`src/rtl/fetch_stage.sv`:
```
// rtl/fetch_stage.sv - RV32I instruction fetch: PC, ROM address, IF/ID register
// Optional FETCH_PERF_CNT_EN adds perf_fetched/perf_bubbles counters.
module fetch_stage #(
    parameter logic [31:0] RESET_PC   = 32'h0000_0000,
    parameter int          IMEM_BYTES = 128,
    parameter logic [31:0] NOP_INSTR  = 32'h0000_0013
) (
    input  logic        clk,
    input  logic        reset,
    input  logic        stall,
    input  logic        redirect,
    input  logic [31:0] redirect_pc,
    output logic [31:0] imem_addr,
    input  logic [31:0] imem_instr,
    output logic [31:0] pc,
    output logic [31:0] if_id_pc,
    output logic [31:0] if_id_instr,
    output logic        if_id_valid,
    output logic        fetch_done,
`ifdef FETCH_PERF_CNT_EN
    output logic [31:0] perf_fetched,
    output logic [31:0] perf_bubbles,
`endif
    output logic        misalign_err
);

    localparam logic [32:0] LIMIT = 33'(IMEM_BYTES);

    logic [31:0] target;
    logic [32:0] target_end;
    logic [32:0] next_end;
    logic        target_oob;
    logic        seq_last;

    // End checks are done in 33 bits so targets near 2^32 cannot wrap into range.
    assign target     = {redirect_pc[31:2], 2'b00};
    assign target_end = {1'b0, target} + 33'd3;
    assign next_end   = {1'b0, pc} + 33'd7;
    assign target_oob = (target_end >= LIMIT);
    assign seq_last   = (next_end >= LIMIT);

    assign imem_addr  = pc;

    always_ff @(posedge clk or posedge reset) begin
        if (reset) begin
            pc           <= RESET_PC;
            if_id_pc     <= 32'h0000_0000;
            if_id_instr  <= NOP_INSTR;
            if_id_valid  <= 1'b0;
            fetch_done   <= 1'b0;
            misalign_err <= 1'b0;
`ifdef FETCH_PERF_CNT_EN
            perf_fetched <= 32'h0000_0000;
            perf_bubbles <= 32'h0000_0000;
`endif
        end else if (redirect) begin
            if_id_instr <= NOP_INSTR;
            if_id_valid <= 1'b0;
            if_id_pc    <= pc;
            if (redirect_pc[1:0] != 2'b00) begin
                misalign_err <= 1'b1;
            end
            if (target_oob) begin
                fetch_done <= 1'b1;
            end else begin
                pc         <= target;
                fetch_done <= 1'b0;
            end
`ifdef FETCH_PERF_CNT_EN
            perf_bubbles <= perf_bubbles + 32'd1;
`endif
        end else if (fetch_done) begin
            // Halted: keep feeding bubbles until a redirect restarts fetch.
            if_id_instr <= NOP_INSTR;
            if_id_valid <= 1'b0;
            if_id_pc    <= pc;
`ifdef FETCH_PERF_CNT_EN
            perf_bubbles <= perf_bubbles + 32'd1;
`endif
        end else if (stall) begin
`ifdef FETCH_PERF_CNT_EN
            perf_bubbles <= perf_bubbles + 32'd1;
`endif
        end else begin
            if_id_instr <= imem_instr;
            if_id_pc    <= pc;
            if_id_valid <= 1'b1;
            if (seq_last) begin
                fetch_done <= 1'b1;
            end else begin
                pc <= pc + 32'd4;
            end
`ifdef FETCH_PERF_CNT_EN
            perf_fetched <= perf_fetched + 32'd1;
`endif
        end
    end

endmodule

```
`config.mk`:
```
export PLATFORM = sky130hd
export DESIGN_NAME = fetch_stage
export DESIGN_NICKNAME = d
export VERILOG_FILES = /design/src/rtl/fetch_stage.sv
export SDC_FILE = /design/constraint.sdc
export NUM_CORES = 1
export LEC_CHECK = 0
export ABC_AREA = 1
export ABC_CLOCK_PERIOD_IN_PS = 4600
export CAP_MARGIN = 20
export CORE_UTILIZATION = 30
export CTS_CLUSTER_SIZE = 14
export DETAILED_ROUTE_END_ITERATION = 10
export GPL_TIMING_DRIVEN = 0
export PLACE_DENSITY_LB_ADDON = 0.1
export SETUP_SLACK_MARGIN = 0.2
export SYNTH_ARGS = -nofsm -noshare
export SYNTH_HDL_FRONTEND = slang
export SYNTH_SLANG_ARGS = --single-unit
```
`constraint.sdc`:
```
create_clock -name clk -period 4.6 [get_ports clk]
set_input_delay 0.69 -clock clk [delete_from_list [all_inputs] [get_ports clk]]
set_output_delay 0.69 -clock clk [all_outputs]
set_load 0.02 [all_outputs]
```
# --- Word level (Yosys, flattened, before mapping) ---
# Cells that the tools add are included.
op_classes:
  n_eq_ne: 5
  n_addsub: 3
  n_reduce_logical: 3
  magnitude_cmp: 2
  n_mux: 19
op_table:
  columns: ["op", "count"]
  rows:
  - ["$mux W32", 11]
  - ["$ge A33 B8 Y1 const B", 2]
  - ["$add A32 B2 Y33 const B", 1]
  - ["$add A32 B3 Y33 const B", 1]
  - ["$add A32 B3 Y32 const B", 1]
  - ["$mux W1", 8]
  - ["$ne A2 B2 Y1 const B", 3]
  - ["$reduce_and A4 Y1", 1]
  - ["$ne A3 B1 Y1 const B", 1]
  - ["$ne A2 B1 Y1 const B", 1]
  - ["$reduce_and A2 Y1", 1]
  - ["$reduce_bool A2 Y1", 1]
word_totals:
  out_inout_bits: 131
  ff_bits: 99
  wordCells: 38

# --- Longest topological paths before layout ---
depth:
  depth_word: 6
  mapped_depth: 16
  ltp_nobuf: 16

# --- Worst setup path before layout ---
# No wires, ideal clock.
synth_timing:
  path_kind: "input to register"
  from: "input redirect_pc[25]"
  to: "register pc[10], in the netlist imem_addr[10]"
  setup_time_ns: 0.133
  required_time_ns: 4.467
  n_path_buf: 1
  arrival_ns: 1.998
  stages: 7
  path_slack_ns: 2.470
  cell_sequence: "or2_2 nor4_1 nand4_1 and2_1 a21oi_1 clkbuf_1 a21oi_1"
synth_via:
  elab_chain_len: 4
synth_rtl:
  columns: ["element", "line_no", "source"]
  rows:
  - ["from (decl)", "12", "input logic [31:0] redirect_pc,"]
  - ["$add A32 B2 Y33", "37", "assign target_end = {1'b0, target} + 33'd3;"]
  - ["$ge A33 B8 Y1", "39", "assign target_oob = (target_end >= LIMIT);"]
  - ["$ne A2 B2 Y1 (no line)", null, null]
  - ["$reduce_and A4 Y1 (no line)", null, null]
  - ["to (signal assigned)", "66", "pc <= target;"]
  - ["to (signal assigned)", "91", "pc <= pc + 32'd4;"]
  - ["to (decl)", "15", "output logic [31:0] pc,"]
# No other way between the ends.
# A chain may end at the register's enable or synchronous reset.

# --- Worst setup path after layout ---
layout_timing:
  from: "input redirect_pc[17]"
  to: "register pc[22], in the netlist imem_addr[22]"
# Same word-level chain as after synthesis.

==> results.md <==
* Status: complete, no violations
* Overflow after GRT at 0
* GRT Total Usage at 18.7%
* Root buffer cell: clkbuf_16
* Worst-Skew Late Latency at 0.36 ns
* Die width at 128 um
* # hold bufs at CTS at 0
* R2R Path Start: imem_addr[3]
* Crit. End Element: register
* Synthesized area at 4730 sq um
* Initial antenna violation count at 0
* RSZ-0062 raised after global routing: no
* Vias in the first global route at 4421
* DR vias/cell at 4.53
* # IOs at 199
* CTS Buf Count at 9
* Pwr/cell area at 310 nW/um^2
* WHS Endpoint: if_id_pc[4]
* Cell mode on critical path: a21oi_1
* Peak Freq at 0.367 GHz
* Initial DRC count at 233
* Most common cell after layout, fill and taps aside: clkdlybuf4s50_1
* Clock Sinks at 95
* Post-Synthesis Cells at 579
* # nets final at 857
* Clock slew at reported path FFs at 0.07 ns
* Worst hold stages at 2
* Yosys top cell by area: dfrtp_1
* Post-Syn Area per Cell at 8.17 sq um
* RR Endpoint: imem_addr[22]
* Int Pwr at 1580 uW
* GP Congestion at 0.847
* Fin crit share at 59.3%
* Max-cap violations at 0
* Setup repair bufs after CTS at 0
* Slew @ Worst Pin at 0.603 ns
* NetSw at 679 uW
* Die Y at 128 um
* Post-synth top area share at 48.6%
* Crit start category: input pin
* First drt pass iteration count at 4
* Die area at 16300 sq um
* Switching share of power at 30.1%
* Crit path buffers/inverters at 2
* Synth cell types at 32
* # setup viols final at 0
* CTS tree: built
* # diodes at 0
* Clock group share of total power at 36.0%
* Seq/Total Area, Yosys at 50.3%
* Max-slew headroom at 59.7%
* Highest-count cells in the layout ignoring fill and taps: clkdlybuf4s50_1, nand2_1, dfrtp_1, nor2_1, inv_1
* Min Tclk post-route at 2.73 ns
* Fillcell total at 1521
* Row cnt at 45
* Post-cts gate resize count at 0
* Htree depth at 3
* Worst hold slack at 0.486 ns
* CP required at 4.82 ns
* Design Area, Final at 7280 sq um
* Total Wirelength at 14.6 mm
* Crit path max-delay family: simple AND/OR/NAND/NOR gates
* CP Class: in2reg
* Number of port buffers at 191
* Final Worst Setup Slack at 1.87 ns
* Largest net degree at the start of global routing at 54
* Filler-free cell count of the finished design at 1003
* Area Overhead vs Synth at 53.8%
* Yosys reg bits at 95
* Sequential Power Share at 42.1%
* Clock skew at 0.00815 ns
* Hold Path Class: reg2reg
* YS warnings at 0
* DP Worst Slack at 1.47 ns
* Cell count after placement at 987
* Top post-synthesis cells by area: dfrtp_1, nand2_1, buf_4
* DPL Wire Length at 11.3 mm
* IR drop worst, VDD at 0.195 mV
* Final hold violation count at 0
* Worst path max stage delay at 0.48 ns
* Worst r2r path cells at 15
* LEAKAGE at 0.00324 uW
* DRT antenna net count at 0
* Combinational Power Share at 21.9%
* Vias at 4542
* Core Area at 15300 sq um
* Slowest-stage cell, CP: clkbuf_1
* First-pass GRT wire length at 23.4 mm
* Slew Viols, Final at 0
* Max Fanout on Critical Path at 10
* Share of post-route cells with drive strength above 1 at 9.60%
* Drt wl/cell at 14.5 um
* Clock buffer depth at 2
* Critical-path cell list: clkdlybuf4s50_1 -> or2_2 -> nor4_1 -> nand4_1 -> and2_1 -> a21oi_1 -> clkbuf_1 -> a21oi_1
* Worst Min Path Start: if_id_pc[4]
* DRC at 0
* Data arrival time of the worst path at 2.95 ns
* R2R Setup Slk at 2.02 ns
* Starting Density at 30.9%
* Placed cell areas at 6960 sq um
==> routing by layer <==
layer	vias up	wire length (um)	part of all wire (%)	track usage, %
li1	2241	-	-	-
met1	2134	6610	45	24.5
met2	157	6870	47	30.8
met3	10	1010	6.9	5.36
met4	0	95	0.65	3.67
met5	-	0	0	0
==> power by group through the flow <==
| stage | registers, uW | logic [uW] | clock network [uW] |
|---|---|---|---|
| 2_1_floorplan | 1010 | 187 | 0 |
| 3_3_place_gp | 966 | 493 | 0 |
| 3_5_place_dp | 967 | 498 | 0 |
| 4_1_cts | 951 | 500 | 837 |
| 5_1_grt | 961 | 535 | 870 |
| 6_report | 950 | 493 | 813 |
==> sequential cells by signal (all words and copies together) (netlist names) <==
name and cells:
misalign_err 1, fetch_done 1, if_id_instr 32, if_id_pc 30, if_id_valid 1, imem_addr 30
==> worst register-to-register path, delay by kind of cell (launching register included) <==
kind,cells,cell delay [ns]
compound gates,1,0.09
fa+ha+maj,1,0.28
buf+inv,2,0.33
flops,1,0.54
simple gates,11,1.21
==> synthesized netlist by cell type, drive strengths merged <==
cell	n
a21oi	26
dfstp	3
inv	46
nand4	2
clkbuf	12
nor2	70
nor3	2
and2	1
o22a	3
nand2	171
conb	1
nand3	27
o21ai	39
a31oi	1
a22o	29
nor4	2
xor2	2
buf	43
xnor2	1
or2	2
o21bai	2
ha	2
dfrtp	92
==> how the worst max path moves through the flow <==
| stage | depth (start not counted) | start | to |
|---|---|---|---|
| 2_1_floorplan | 1 | reset | fetch_done |
| 3_3_place_gp | 2 | reset | imem_addr[26] |
| 3_5_place_dp | 8 | redirect_pc[17] | imem_addr[22] |
| 4_1_cts | 8 | redirect_pc[17] | imem_addr[26] |
| 5_1_grt | 8 | redirect_pc[17] | imem_addr[21] |
| 6_report | 8 | redirect_pc[17] | imem_addr[22] |
==> area by class of cell <==
type / instances / area (sq um) / area share, %
Buffer: 55 / 359 / 4.93
Clock buffer: 9 / 225 / 3.09
Clock inverter: 7 / 95.1 / 1.31
Inverter: 46 / 175 / 2.41
Multi-Input combinational cell: 388 / 1840 / 25.3
Sequential cell: 95 / 2380 / 32.7
Tap cell: 211 / 264 / 3.63
Timing Repair Buffer: 192 / 1940 / 26.6
==> cell families after synthesis <==
group / after synthesis / synth area share, %
AOI/OAI and AO/OA: 100 / 13.2
and+or+nand+nor: 277 / 24.1
buffers and inverters: 101 / 11.2
xor gates and xnor gates: 3 / 0.555
other: 1 / 0.0792
adders and majority gates: 2 / 0.529
DFF: 95 / 50.3
==> per-stage QoR <==
stage	total power (uW)	util (%)	TNS, ns
after floorplan	1200	-	0
after global placement	1460	45.2	-2.96
after detailed placement	1460	45.4	0
after CTS	2290	47.5	0
after global routing	2370	47.5	0
final	2260	47.5	0
No activity file was read; power rests on OpenSTA's default activity.
